$ cat config.mk
export PLATFORM = sky130hd
export DESIGN_NAME = stopwatch_display
export DESIGN_NICKNAME = d
export VERILOG_FILES = /design/src/rtl/stopwatch_pkg.sv /design/src/rtl/stopwatch_display_sync.sv /design/src/rtl/stopwatch_display.sv
export SDC_FILE = /design/constraint.sdc
export NUM_CORES = 1
export LEC_CHECK = 0
export ABC_AREA = 1
export CORE_ASPECT_RATIO = 1.2
export CORE_MARGIN = 2
export CORE_UTILIZATION = 40
export CTS_BUF_LIST = sky130_fd_sc_hd__clkbuf_16
export CTS_CLUSTER_DIAMETER = 100
export DETAILED_ROUTE_END_ITERATION = 10
export PLACE_DENSITY = 0.6
export SLEW_MARGIN = 10
export SYNTH_ARGS = -nofsm -noshare
export SYNTH_HDL_FRONTEND = slang
export SYNTH_SLANG_ARGS = --single-unit
$ cat constraint.sdc
create_clock -name clock -period 2.1 [get_ports clock]
set_input_delay 0.63 -clock clock [delete_from_list [all_inputs] [get_ports clock]]
set_output_delay 0.63 -clock clock [all_outputs]
set_load 0.03 [all_outputs]
$ cat src/rtl/stopwatch_pkg.sv
// Shared types and constants for the MM:SS stopwatch display.
// Types for the FSM, the BCD digits and the active-low segment decode table.
package stopwatch_pkg;

  typedef enum logic [1:0] {
    IDLE,
    RUNNING,
    PAUSED
  } state_t;

  typedef logic [3:0] bcd_t;

  localparam logic [6:0] SEG_BLANK = 7'h7F;

  localparam logic [6:0] SEG_LUT [16] = '{
    7'b1000000, 7'b1111001, 7'b0100100, 7'b0110000,
    7'b0011001, 7'b0010010, 7'b0000010, 7'b1111000,
    7'b0000000, 7'b0010000, SEG_BLANK,  SEG_BLANK,
    SEG_BLANK,  SEG_BLANK,  SEG_BLANK,  SEG_BLANK
  };

endpackage

$ cat src/rtl/stopwatch_display_sync.sv
// Input synchroniser plus registered rising-edge detector.
// rise is a 1-cycle pulse, SYNC_STAGES+1 cycles after the din edge.
module sync_edge_detect #(
  parameter int SYNC_STAGES = 2
) (
  input  logic clock,
  input  logic reset_n,
  input  logic din,
  output logic sync,
  output logic rise
);

  logic [SYNC_STAGES-1:0] sff;
  logic                   prev;

  assign sync = sff[SYNC_STAGES-1];

  always_ff @(posedge clock or negedge reset_n) begin
    if (!reset_n) begin
      sff  <= '0;
      prev <= 1'b0;
      rise <= 1'b0;
    end else begin
      sff  <= {sff[SYNC_STAGES-2:0], din};
      prev <= sync;
      rise <= sync & ~prev;
    end
  end

endmodule

$ cat src/rtl/stopwatch_display.sv
// MM:SS stopwatch with 4-digit multiplexed 7-segment driver.
// Define SW_LAP_EN to enable the lap (display freeze) feature.
module stopwatch_display
  import stopwatch_pkg::*;
#(
  parameter int SYNC_STAGES = 2,
  parameter int MAX_MIN     = 59
) (
  input  logic       clock,
  input  logic       reset_n,
  input  logic       clock1Hz,
  input  logic       clock500Hz,
  input  logic       start_stop,
  input  logic       clear,
  input  logic       lap,
  output logic [3:0] anode,
  output logic [6:0] seg,
  output logic       running,
  output logic       wrap
);

  localparam bcd_t MAX_M10 = bcd_t'(MAX_MIN / 10);
  localparam bcd_t MAX_M1  = bcd_t'(MAX_MIN % 10);

  logic [4:0] din;
  logic [4:0] rise;
  logic [4:0] sync_unused;

  assign din = {lap, clear, start_stop, clock500Hz, clock1Hz};

  for (genvar i = 0; i < 5; i++) begin : g_sync
    sync_edge_detect #(
      .SYNC_STAGES(SYNC_STAGES)
    ) u_sync (
      .clock  (clock),
      .reset_n(reset_n),
      .din    (din[i]),
      .sync   (sync_unused[i]),
      .rise   (rise[i])
    );
  end

  logic tick, scan, ss_p, clr_p;

  assign tick  = rise[0];
  assign scan  = rise[1];
  assign ss_p  = rise[2];
  assign clr_p = rise[3];

  state_t     state;
  bcd_t [3:0] cnt;
  bcd_t [3:0] nxt;
  bcd_t [3:0] disp;
  logic       at_max;

  // digit order: [0]=s1 [1]=s10 [2]=m1 [3]=m10
  always_comb begin
    nxt    = cnt;
    at_max = 1'b0;
    if (cnt[0] != 4'd9) begin
      nxt[0] = cnt[0] + 4'd1;
    end else begin
      nxt[0] = '0;
      if (cnt[1] != 4'd5) begin
        nxt[1] = cnt[1] + 4'd1;
      end else begin
        nxt[1] = '0;
        if (cnt[3] == MAX_M10 && cnt[2] == MAX_M1) begin
          nxt[3] = '0;
          nxt[2] = '0;
          at_max = 1'b1;
        end else if (cnt[2] != 4'd9) begin
          nxt[2] = cnt[2] + 4'd1;
        end else begin
          nxt[2] = '0;
          nxt[3] = cnt[3] + 4'd1;
        end
      end
    end
  end

  always_ff @(posedge clock or negedge reset_n) begin
    if (!reset_n) begin
      state   <= IDLE;
      cnt     <= '0;
      running <= 1'b0;
      wrap    <= 1'b0;
    end else begin
      wrap <= 1'b0;
      if (clr_p) begin
        state   <= IDLE;
        cnt     <= '0;
        running <= 1'b0;
      end else begin
        unique case (state)
          IDLE: begin
            if (ss_p) begin
              state   <= RUNNING;
              running <= 1'b1;
            end
          end
          RUNNING: begin
            if (tick) begin
              cnt  <= nxt;
              wrap <= at_max;
            end
            if (ss_p) begin
              state   <= PAUSED;
              running <= 1'b0;
            end
          end
          PAUSED: begin
            if (ss_p) begin
              state   <= RUNNING;
              running <= 1'b1;
            end
          end
          default: begin
            state   <= IDLE;
            running <= 1'b0;
          end
        endcase
      end
    end
  end

`ifdef SW_LAP_EN
  logic       freeze;
  bcd_t [3:0] snap;
  logic       lap_p;

  assign lap_p = rise[4];

  always_ff @(posedge clock or negedge reset_n) begin
    if (!reset_n) begin
      freeze <= 1'b0;
      snap   <= '0;
    end else if (clr_p) begin
      freeze <= 1'b0;
    end else if (lap_p) begin
      if (freeze) begin
        freeze <= 1'b0;
      end else if (state == RUNNING) begin
        snap   <= cnt;
        freeze <= 1'b1;
      end
    end
  end

  assign disp = freeze ? snap : cnt;
`else
  logic lap_unused;

  assign lap_unused = rise[4];
  assign disp       = cnt;
`endif

  logic [1:0] idx;

  // anode and seg both follow idx one cycle later, so they switch together
  always_ff @(posedge clock or negedge reset_n) begin
    if (!reset_n) begin
      idx   <= '0;
      anode <= 4'b1110;
      seg   <= SEG_LUT[0];
    end else begin
      if (scan) idx <= idx + 2'd1;
      anode <= ~(4'b0001 << idx);
      seg   <= SEG_LUT[disp[idx]];
    end
  end

endmodule

==> results.py <==
metrics = {
    "setup_path": {
        "slowest_stage": "clkdlybuf4s50_1",
        "crit_fanout": 4,
        "ff2ff_setup_slack_ns": 0.32,
        "crit_type": "reg -> out",
        "worst-path-buf-inv": 1,
        "crit_cells": 1,
        "cp-end-kind": "output port",
        "arrival_ns": 1.37,
        "path_delay_family": "buffers and inverters",
        "cp_slowest_stage_delay_ns": 0.69,
        "critical_path_required_ns": 1.47,
        "reg2reg_depth": 9,
        "cp_cell_sequence": "clkdlybuf4s50_1",
        "cp-start-kind": "flip-flop",
    },
    "floorplan": {
        "die_h_um": 88.3,
        "start_util": 0.415,
        "rows": 30,
        "io_pins": 20,
        "die_area_mm2": 0.00655,
        "core_mm2": 0.00571,
        "die_w_um": 74.2,
    },
    "finish": {
        "regArea_mm2": 0.00121,
        "final_core_util": 0.491,
        "final_cell_mix": "nand2_1 (78), dfrtp_1 (44), inv_1 (27), nand3_1 (21), ha_1 (18)",
        "final_common_cell": "nand2_1",
        "fillers": 558,
        "insertedDiodeCount": 0,
        "finalNetCount": 307,
        "layout-drive-gt1-share": 0.102,
        "areaGrowthSynthToFinish_pct": 18.3,
        "multi_input_area_mm2": 0.00100,
    },
    "sta": {
        "fmax_mhz": 500,
        "fin_crit_ns": 2.00,
        "grt_setup_unrepaired": "no",
        "slew_viol_final": 0,
        "worstMarginPinSlew_ns": 0.468,
        "fin_tns_setup_ns": 0,
        "setup_viol": 0,
        "fin_crit_sh": 0.952,
        "fin_worst_skew_ns": 0.00601,
        "hold_viol": 0,
        "slew_headroom": 0.688,
    },
    "routing": {
        "vias": 1664,
        "dr.pass1.iters": 4,
        "ant_nets": 0,
        "routed_wl_um": 3910,
        "route.detailed.drc": 0,
        "routedWlPerCell_um": 10.8,
        "drt_iter0_drc": 69,
        "via_per_inst": 4.58,
    },
    "logic_synthesis": {
        "synth_warnings": 0,
        "synth_nets": 285,
        "synthCells": 260,
        "synth_top_cell_by_area": "dfrtp_1",
        "yosys-top-cells-area": "dfrtp_1 (47%), nand2_1 (12%), ha_1 (9.5%)",
        "ys_ff_latch": 48,
        "synthesis.area_mm2": 0.00237,
        "synth_top_area_share": 0.465,
        "synth.distinct_cells": 29,
        "syn_avg_cell_area_um2": 9.10,
        "ys_seq_area_frac": 0.510,
    },
    "global_routing": {
        "use_met3": 0.0273,
        "grt_pass1_wl_um": 6760,
        "use_met2": 0.227,
        "grt_pass1_vias": 1550,
        "grt_overflow": 0,
        "grt_max_degree": 49,
        "top_usage_layer": "met2",
        "antenna_found_initial": 0,
        "grt_util_all_layers": 0.133,
        "grtUsageMet1": 0.161,
    },
    "clocking": {
        "clkTransAtPathRegs_ns": 0.07,
        "clockRootBuffer": "clkbuf_16",
        "clkLatencyLatePin_ns": 0.28,
        "cts_resized": 0,
        "ctsHoldBuffers": 0,
        "htreeDepth": 2,
        "clock_path_buffers": 2,
        "cts_made_buffers": 5,
        "post_cts_buffers": 0,
        "clock_sinks": 48,
        "cts_tree": "built",
    },
    "place": {
        "gp_congestion": 0.774,
        "hpwlAfterDp_um": 2710,
        "numPortBuffers": 18,
    },
    "status": {
        "status": "finished clean",
    },
    "power_and_ir_drop": {
        "vdd.ir_drop.worst_v": 0.000356,
        "p_per_area_mw_per_mm2": 1050,
        "leakage_nw": 1.39,
    },
    "min_path": {
        "worstHoldPathType": "in -> async",
    },
    "run": {
        "max-cap-violations": 0,
    },
}
[sequential cells by signal, indices dropped and copies added (netlist names)]
signal,flops
cnt,16
g_sync.u_sync.sff,8
seg,7
anode,4
g_sync.u_sync.prev,4
g_sync.u_sync.rise,4
idx,2
state,2
wrap,1
[path summary, 6_finish.rpt]
path,start,to
min reg2reg,g_sync[1].u_sync.sff[0],g_sync[1].u_sync.sff[1]
min,reset_n,cnt[7]
max in group asynchronous,reset_n,seg[6]
max reg2reg,idx[0],seg[5]
max,state[0],running
min in group clock,g_sync[1].u_sync.sff[0],g_sync[1].u_sync.sff[1]
[layout make-up]
type | count | area share
clock buffers | 5 | 0.0447
clock inverters | 3 | 0.0152
inverters | 30 | 0.0420
multi-input cells | 178 | 0.359
flip-flops and latches | 48 | 0.431
well taps | 80 | 0.0357
repair buffers | 19 | 0.0732
[cells in the mapped netlist]
library cell and instances:
a21oi_1 2, a22oi_1 1, and3_1 1, buf_2 1, buf_6 3, dfrtp_1 44
dfstp_2 4, ha_1 18, inv_1 27, inv_2 2, inv_6 1, nand2_1 78
nand2_2 3, nand2_4 2, nand3_1 21, nand3_2 5, nand3_4 1, nand3b_1 2
nand4_1 6, nor2_1 16, nor2_4 1, nor3_1 3, o21ai_0 6, o21ai_1 4
o22ai_1 1, or2_1 2, or2_2 1, xnor2_1 1, xor2_1 3
[power by group]
group,switching (mW),internal (mW),leakage [nW]
Sequential,0.120,1.09,0.605
Combinational,0.513,0.320,0.707
Clock,0.333,0.559,0.0814
Total,0.967,1.97,1.39
[stage by stage]
step | worst slack [ns] | hold WS, ns | cells | power, mW | area, um^2
2_1_floorplan | 0.579 | 0.331 | 260 | 1.81 | 2370
6_report | 0.101 | 0.321 | 363 | 2.94 | 2800
5_1_grt | 0.0435 | 0.338 | 363 | 3.13 | 2800
3_3_place_gp | 0.323 | 0.333 | 355 | 2.07 | 2620
4_1_cts | 0.00818 | 0.329 | 363 | 2.99 | 2790
3_5_place_dp | 0.310 | 0.337 | 355 | 2.08 | 2620
[per-layer routing]
metal,routed length (um),share of wire
met1,1840,0.47
met2,1870,0.48
met3,104,0.027
met4,101,0.026
met5,0,0
[cell families after synthesis]
family                   share of synthesized area
AO/OA/AOI/OAI                               0.0312
buffers and inverters                       0.0661
flip-flops                                   0.510
XOR/XNOR                                    0.0148
adder cells (fa/ha/maj)                     0.0951
AND/OR/NAND/NOR                              0.283
Note: power is estimated with default switching activity, not from simulation.
